===== config.mk =====
export PLATFORM = sky130hd
export DESIGN_NAME = gcd_job_sequencer
export DESIGN_NICKNAME = d
export VERILOG_FILES = /design/src/rtl/gcd_job_sequencer.sv
export SDC_FILE = /design/constraint.sdc
export NUM_CORES = 1
export LEC_CHECK = 0
export BUFFER_PORTS_ARGS = -buffer_cell sky130_fd_sc_hd__clkbuf_2
export CAP_MARGIN = 15
export CORE_ASPECT_RATIO = 1.1
export CORE_MARGIN = 2
export CORE_UTILIZATION = 25
export DETAILED_ROUTE_END_ITERATION = 10
export PLACE_DENSITY = 0.47
export SYNTH_ARGS = -nofsm -noshare
export SYNTH_HDL_FRONTEND = slang
export SYNTH_SLANG_ARGS = --single-unit

===== constraint.sdc =====
create_clock -name clk -period 2.9 [get_ports clk]
set_clock_uncertainty 0.15 [all_clocks]
set_input_delay 0.435 -clock clk [delete_from_list [all_inputs] [get_ports clk]]
set_output_delay 0.435 -clock clk [all_outputs]
set_load 0.05 [all_outputs]

===== src/rtl/gcd_job_sequencer.sv =====
// gcd_job_sequencer
//   Buffers (U,V) operand pairs from a valid/ready stream in a small FIFO and issues them one
//   at a time to a GCD core over its ld/U/V -> res/done interface. A completed job is returned
//   as {U,V,res,err} on an output valid/ready stream. Pairs with a zero operand are answered
//   without involving the core. A job whose done never arrives is aborted by a timeout.
// Ports
//   clk, reset                    clock (rising edge), asynchronous active-high reset
//   in_valid/in_ready/in_u/in_v   operand stream; in_ready = FIFO not full
//   gcd_ld/gcd_u/gcd_v            one-cycle load pulse and held operands to the core
//   gcd_res/gcd_done              core result and level done
//   out_valid/out_ready           result stream handshake
//   out_u/out_v/out_res/out_err   echoed operands, GCD (0 on timeout), timeout flag
//   busy                          FSM not idle or FIFO not empty
module gcd_job_sequencer #(
    parameter int unsigned WIDTH   = 8,
    parameter int unsigned DEPTH   = 4,
    parameter int unsigned TIMEOUT = 1023
) (
    input  logic             clk,
    input  logic             reset,
    input  logic             in_valid,
    output logic             in_ready,
    input  logic [WIDTH-1:0] in_u,
    input  logic [WIDTH-1:0] in_v,
    output logic             gcd_ld,
    output logic [WIDTH-1:0] gcd_u,
    output logic [WIDTH-1:0] gcd_v,
    input  logic [WIDTH-1:0] gcd_res,
    input  logic             gcd_done,
    output logic             out_valid,
    input  logic             out_ready,
    output logic [WIDTH-1:0] out_u,
    output logic [WIDTH-1:0] out_v,
    output logic [WIDTH-1:0] out_res,
    output logic             out_err,
    output logic             busy
);

    localparam int unsigned PW = (DEPTH > 1) ? $clog2(DEPTH) : 1;
    localparam int unsigned CW = $clog2(DEPTH + 1);
    // Timer only needs to reach TIMEOUT-1.
    localparam int unsigned TW = (TIMEOUT > 1) ? $clog2(TIMEOUT) : 1;
    localparam logic [TW-1:0] TimerLast = TW'(TIMEOUT - 1);
    localparam logic [CW-1:0] CountFull = CW'(DEPTH);

    typedef enum logic [1:0] {StIdle, StIssue, StWait, StOut} state_e;

    state_e             state_q, state_d;
    logic [CW-1:0]      count_q, count_d;
    logic [PW-1:0]      wr_ptr_q, wr_ptr_d;
    logic [PW-1:0]      rd_ptr_q, rd_ptr_d;
    logic [2*WIDTH-1:0] mem_q [DEPTH];
    logic [WIDTH-1:0]   job_u_q, job_u_d;
    logic [WIDTH-1:0]   job_v_q, job_v_d;
    logic [TW-1:0]      timer_q, timer_d;
    logic               done_q;
    logic               ld_q, ld_d;
    logic               out_valid_q, out_valid_d;
    logic [WIDTH-1:0]   out_res_q, out_res_d;
    logic               out_err_q, out_err_d;

    logic               push, pop, done_rise;
    logic [WIDTH-1:0]   head_u, head_v;

    assign in_ready  = (count_q != CountFull);
    assign push      = in_valid & in_ready;
    // Pop only from IDLE, using the registered count, so a pair is never popped on the
    // same edge that pushes it.
    assign pop       = (state_q == StIdle) && (count_q != '0);
    // A done level already high at ld time is masked until it falls and rises again.
    assign done_rise = gcd_done & ~done_q;
    assign head_u    = mem_q[rd_ptr_q][2*WIDTH-1:WIDTH];
    assign head_v    = mem_q[rd_ptr_q][WIDTH-1:0];

    always_comb begin
        state_d     = state_q;
        count_d     = count_q;
        wr_ptr_d    = wr_ptr_q;
        rd_ptr_d    = rd_ptr_q;
        job_u_d     = job_u_q;
        job_v_d     = job_v_q;
        timer_d     = timer_q;
        out_res_d   = out_res_q;
        out_err_d   = out_err_q;

        // Pointers wrap naturally since DEPTH is a power of two.
        if (push) begin
            wr_ptr_d = wr_ptr_q + PW'(1);
        end
        if (pop) begin
            rd_ptr_d = rd_ptr_q + PW'(1);
        end
        case ({push, pop})
            2'b10:   count_d = count_q + CW'(1);
            2'b01:   count_d = count_q - CW'(1);
            default: count_d = count_q;
        endcase

        unique case (state_q)
            StIdle: begin
                if (pop) begin
                    job_u_d = head_u;
                    job_v_d = head_v;
                    if ((head_u == '0) || (head_v == '0)) begin
                        // GCD(x,0) = x, GCD(0,0) reported as 0: no core involvement.
                        out_res_d = head_u | head_v;
                        out_err_d = 1'b0;
                        state_d   = StOut;
                    end else begin
                        state_d = StIssue;
                    end
                end
            end
            StIssue: begin
                timer_d = '0;
                state_d = StWait;
            end
            StWait: begin
                if (done_rise) begin
                    out_res_d = gcd_res;
                    out_err_d = 1'b0;
                    state_d   = StOut;
                end else if (timer_q == TimerLast) begin
                    out_res_d = '0;
                    out_err_d = 1'b1;
                    state_d   = StOut;
                end else begin
                    timer_d = timer_q + TW'(1);
                end
            end
            StOut: begin
                if (out_ready) begin
                    state_d = StIdle;
                end
            end
            default: state_d = StIdle;
        endcase

        ld_d        = (state_d == StIssue);
        out_valid_d = (state_d == StOut);
    end

    always_ff @(posedge clk or posedge reset) begin
        if (reset) begin
            state_q     <= StIdle;
            count_q     <= '0;
            wr_ptr_q    <= '0;
            rd_ptr_q    <= '0;
            job_u_q     <= '0;
            job_v_q     <= '0;
            timer_q     <= '0;
            done_q      <= 1'b0;
            ld_q        <= 1'b0;
            out_valid_q <= 1'b0;
            out_res_q   <= '0;
            out_err_q   <= 1'b0;
        end else begin
            state_q     <= state_d;
            count_q     <= count_d;
            wr_ptr_q    <= wr_ptr_d;
            rd_ptr_q    <= rd_ptr_d;
            job_u_q     <= job_u_d;
            job_v_q     <= job_v_d;
            timer_q     <= timer_d;
            done_q      <= gcd_done;
            ld_q        <= ld_d;
            out_valid_q <= out_valid_d;
            out_res_q   <= out_res_d;
            out_err_q   <= out_err_d;
        end
    end

    // Storage needs no reset: entries are only read after being written.
    always_ff @(posedge clk) begin
        if (push) begin
            mem_q[wr_ptr_q] <= {in_u, in_v};
        end
    end

    assign gcd_ld    = ld_q;
    assign gcd_u     = job_u_q;
    assign gcd_v     = job_v_q;
    assign out_valid = out_valid_q;
    assign out_u     = job_u_q;
    assign out_v     = job_v_q;
    assign out_res   = out_res_q;
    assign out_err   = out_err_q;
    assign busy      = (state_q != StIdle) || (count_q != '0);

endmodule


* Yosys cells after proc, flatten, opt, wreduce, memory -nomap -nowiden *
Memory sizes are Yosys's and may differ from the RTL's.
Cells that the tools add are included.

word-level totals
  bits in registers = 47
  word-level logic and storage cells = 72
  RAM bits = 64
  ROM bits = 0
  output and inout bits = 45
  memories = 1
  bits in latches = 0

cells by class
  add/subtract/negate cells = 5
  shift-type cells = 0
  equality and inequality tests = 14
  bitwise gates (word level) = 4
  divide/modulo/power cells = 0
  $mul = 0
  muxes and demuxes = 22
  $lt $le $gt $ge = 0
  reductions and logical operators = 14

memories
  name   words  bits a word  rd ports  clocked after memory_dff  write ports  RTL line  source
  mem_q  4      16           1         0                         1            52        logic [2*WIDTH-1:0] mem_q [DEPTH];

operator list
  operator               count
  $mux 8                 4
  $mux 10                2
  $pmux 10 s2            1
  $logic_not 8->1        2
  $pmux 8 s2             1
  $add 10x1->10 const B  1
  $eq 10x10->1 const B   1
  $mux 2                 5
  $eq 2x2->1 const B     4
  $or 8x8->8             1
  $pmux 2 s4             1
  $reduce_bool 2->1      4
  $eq 2x1->1 const B     3
  $mux 1                 6
  $ne 2x2->1 const B     3
  $ne 3x3->1 const B     2
  $pmux 3 s2             1
  $add 2x1->2 const B    2
  $reduce_and 4->1       1
  $add 3x1->3 const B    1
  $reduce_and 3->1       1
  $reduce_bool 3->1      1
  $sub 3x1->3 const B    1
  $and 1x1->1            2
  7 further kinds        8

* Depth between registers and ports, before layout *
An unclocked memory read counts as a cell.

  depth in word-level cells = 7
  mapped depth = 11
  mapped depth without buffers = 10

* Worst setup path after synthesis *
Ideal clock, no wire load.

  path kind = register -> register
  from = register count_q[0]
  to = register count_q[2]
  required time = 2671 ps
  setup slack = 316 ps
  path buffers = 0
  arrival = 2355 ps
  stages on the path, launching flop included = 11
  cell sequence = dfrtp_1 inv_1 nand3_1 and2_1 inv_1 ha_1 inv_1 fa_1 xor2_1 nor2_1 xor2_1

between the ends
  word-level cells in the longest chain between the ends = 4
  elaborated cells between the ends (all ways) = 10
  those cells by class = add/sub (2); eq/ne (3); mux (1); bitwise (1); reduce/logical (3)

RTL lines
  element                                                 RTL line  source
  from (decl)                                             49        logic [CW-1:0] count_q, count_d;
  from (signal assigned)                                  159       count_q <= count_d;
  $ne 3x3->1 *                                            65        assign in_ready = (count_q != CountFull);
  named net in_ready                                      22        output logic in_ready,
  $and 1x1->1 *                                           66        assign push = in_valid & in_ready;
  $eq 2x1->1 / $eq 2x2->1 (equally long branches)         93        case ({push, pop})
  $pmux 3 s2 / $reduce_bool 2->1 (equally long branches)  -

The timed path passes the listed nets; every way through them passes the cells marked *.
A chain may end at the register's enable or synchronous reset.

* Worst setup path after layout *
  from = register rd_ptr_q[0]
  to = register out_res_q[1] (netlist: out_res[1])

between the ends
  word-level cells in the longest chain between the ends = 5
  elaborated cells between the ends (all ways) = 10
  those cells by class = eq/ne (1); mux (3); bitwise (1); reduce/logical (4); memory (1)

RTL lines
  element                                                                 RTL line  source
  from (decl)                                                             51        logic [PW-1:0] rd_ptr_q, rd_ptr_d;
  from (signal assigned)                                                  161       rd_ptr_q <= rd_ptr_d;
  $mem_v2 4x16 *                                                          -
  $logic_not 8->1 / $or 8x8->8 (equally long branches)                    104, 106
  $logic_or 1x1->1 / $mux 8 (equally long branches)                       104       if ((head_u == '0) || (head_v == '0)) begin
  $ne 2x1->1 (no source line) / $mux 8 (equally long branches)            -
  $reduce_and 4->1 (no source line) / $pmux 8 s2 (equally long branches)  -
  to (signal assigned)                                                    168       out_res_q <= out_res_d;
  to (decl)                                                               59        logic [WIDTH-1:0] out_res_q, out_res_d;

Every way passes the cells marked *; elsewhere a longest branch is shown, timed or not. The select of a mux whose other input is x is not followed.

==> results.py <==
metrics = {
    "outcome": {
        "status": "finished, final reports clean",
    },
    "critical_path": {
        "cp_max_fo": 18,
        "r2r-end": "out_res[1]",
        "crit_chain": "buf_12 > mux4_1 > nor4_2 > nand2_1 > a31oi_4 > buf_12 > mux2_4",
        "worstReg2RegStart": "rd_ptr_q[0]",
        "worstPathRequired_ns": 2.99,
        "cp-end-kind": "register",
        "path_class": "reg -> reg",
        "crit_top_cell": "buf_12",
        "crit_path_start_kind": "register",
        "reg2reg_slack_ns": 0.24,
        "max_stage_delay_ns": 0.60,
        "cp_slowest_cell": "mux4_1",
        "cp.arrival_ns": 2.75,
        "rr_worst_depth": 7,
    },
    "yosys": {
        "async_flop_share_pct": 42.3,
        "synth-seq-area-share_pct": 65.0,
        "yosys_warnings": 0,
        "synth_ff_type": "edfxtp_1",
        "synth_edf_count": 64,
        "synth.top_cell.area_share_pct": 40.3,
        "syn_nets": 378,
        "synth-seq-cells": 111,
        "syn_inst": 341,
        "syn_area_per_cell_um2": 14.0,
        "synth_common_cells": "nand2_1, edfxtp_1, dfrtp_1",
        "synth.distinct_cells": 41,
        "synthTopCellsByArea": "edfxtp_1, dfrtp_1, nand2_1, mux4_1, mux4_2",
        "synthesis.area_mm2": 0.00477,
        "synth_most_common_cell": "nand2_1",
        "yosysTopAreaCell": "edfxtp_1",
    },
    "sta": {
        "finalSetupViolCount": 0,
        "finalHoldViolations": 0,
        "tns_ns": 0,
        "period_needed_ns": 2.66,
        "period_share_pct": 91.7,
        "worstMarginPinSlew_ns": 0.583,
        "fmax_ghz": 0.376,
        "slew_violations": 0,
        "maxSlewHeadroom_pct": 61.0,
        "grt_setup_unrepaired": "no",
    },
    "clock_network": {
        "path_clk_slew_ns": 0.07,
        "cts_max_level": 3,
        "cts_tree": "built",
        "clk_latency_ns": 0.35,
        "postCtsSetupRepairBufs": 0,
        "cts.sinks": 111,
        "cts_buffers": 9,
        "cts_buffer_depth": 2,
        "cts_root_buf": "clkbuf_16",
    },
    "finish": {
        "n_fill_cell": 1903,
        "n_antenna_cell": 0,
        "layout.nets": 451,
        "fin_cells": 662,
        "layout-drive-gt1-share_pct": 30.1,
        "area_growth_pct": 19.3,
    },
    "worst_hold_path": {
        "hold-path-endpoint": "done_q",
        "min_from": "gcd_done",
        "hold_depth": 1,
        "holdCritPathClass": "in -> reg",
    },
    "floorplan": {
        "rows": 52,
        "start_util_pct": 25.7,
        "die_w_um": 136,
        "coreArea_mm2": 0.0185,
        "die_area_mm2": 0.0202,
        "ioPinCount": 74,
        "die_h_um": 149,
    },
    "routing": {
        "ant_nets": 0,
        "wl_per_cell_um": 16.3,
        "firstDrtPassIters": 5,
        "route.detailed.drc": 0,
        "totalWireLength_um": 10800,
        "via_count": 2833,
        "drt_iter0_drc": 146,
        "viasPerCell": 4.28,
    },
    "placement": {
        "numPortBuffers": 73,
        "dp_hpwl_um": 7890,
        "globalplace.congestion": 0.762,
        "dpl.cell_count": 645,
    },
    "global_routing": {
        "grt_max_degree": 25,
        "grt_pass1_vias": 2951,
        "gr-total-overflow": 0,
        "grt_use_total_pct": 11.1,
        "antenna_found_initial": 0,
        "grt_pass1_wl_um": 16600,
    },
    "power_and_ir_drop": {
        "power.density_mw_per_mm2": 1190,
        "p_leak_nw": 2.38,
        "ir_worst_vdd_mv": 0.431,
    },
    "run": {
        "maxCapViolCount": 0,
    },
}
==> stage by stage <==
step	total power [mW]	setup WS, ns	area [µm²]	utilization [%]	hold WS, ns
floorplan	4.89	0.316	4770	-	0.310
finish	6.76	0.241	5690	30.7	0.0517
global placement	5.60	0.148	5390	29.0	0.329
detailed placement	5.64	0.103	5390	29.0	0.337
CTS	6.86	0.0958	5680	30.6	0.0398
global route	7.15	0.107	5690	30.7	0.0554
==> cell usage in the layout, fill, tap and decap left out, types with 2 or more instances in the layout <==
| cell type | instances |
|---|---|
| mux2i_1 | 2 |
| clkbuf_16 | 10 |
| buf_12 | 2 |
| dfrtp_1 | 47 |
| nand2b_1 | 3 |
| o22ai_1 | 2 |
| nor3_1 | 4 |
| o21ai_0 | 17 |
| xnor2_1 | 8 |
| edfxtp_1 | 64 |
| inv_1 | 12 |
| nand2_1 | 75 |
| clkbuf_2 | 73 |
| nor2_1 | 10 |
| mux4_1 | 8 |
| o31ai_1 | 2 |
| ha_1 | 7 |
| nand3_1 | 7 |
| mux4_2 | 8 |
| nor4_1 | 2 |
| xor2_1 | 3 |
| nor4_2 | 3 |
| mux2_4 | 8 |
| buf_4 | 12 |
| and3_1 | 8 |
| clkinvlp_4 | 3 |
| clkinv_2 | 2 |
==> area by class of cell <==
class                   count  area [µm²]  share of cell area [%]
flip-flops and latches    111        3100                    54.5
clock inverters             5        32.5                   0.572
well taps                 243         304                    5.34
multi-input cells         191        1450                    25.4
repair buffers             88         505                    8.88
inverters                  13        48.8                   0.858
clock buffers              11         254                    4.46
==> what timing repair did <==
item	CTS	global route
hold buffers	1	0
hold endpoints to repair	22	0
gates resized for setup	0	1
endpoints found under the setup margin	0	6
==> routing by layer <==
metal  GRT usage (%)  vias up  routed length, µm  part of all wire, %
li1                -     1346                  -                    -
met1            14.0     1412               4700                   43
met2            18.9       59               5460                   50
met3            2.38       16                468                  4.3
met4            4.22        0                189                  1.7
met5               0        -                  0                    0
==> critical path: cells and delay by family, from the launching register on <==
family,cells,cell delay [ns]
buffers and inverters,2,0.35
AOI/OAI and AO/OA,1,0.21
muxes,2,0.90
and+or+nand+nor,2,0.55
DFF,1,0.37
==> power breakdown <==
group	switching [mW]	internal, mW
Sequential	0.247	2.15
Combinational	2.18	0.985
Clock	0.565	0.633
Total	2.99	3.76
==> logic make-up (layout without fill, tap and decap cells) <==
kind of cell,Yosys count,after routing,synth area share [%]
and+or+nand+nor,119,119,11.2
DFF,111,111,65.0
buffers and inverters,39,117,4.85
AOI/OAI and AO/OA,27,27,3.59
muxes,26,26,11.1
xor gates and xnor gates,11,11,2.02
adders and majority gates,8,8,2.26
==> worst max path at each step <==
stage	start	to	slack, ns	cells past startpoint
after floorplan	count_q[0]	count_q[2]	0.32	10
after global placement	rd_ptr_q[0]	out_res[1]	0.15	7
after detailed placement	rd_ptr_q[0]	out_res[1]	0.10	7
after CTS	rd_ptr_q[0]	out_res[1]	0.1	7
after global routing	rd_ptr_q[0]	out_res[2]	0.11	7
final	rd_ptr_q[0]	out_res[1]	0.24	7
==> registers in the layout (all words and copies together) (netlist names) <==
register / flops
mem_q: 64
timer_q: 10
gcd_u: 8
gcd_v: 8
out_res: 8
count_q: 3
rd_ptr_q: 2
state_q: 2
wr_ptr_q: 2
done_q: 1
gcd_ld: 1
out_err: 1
out_valid: 1
Power figures use the tool's default switching activity.
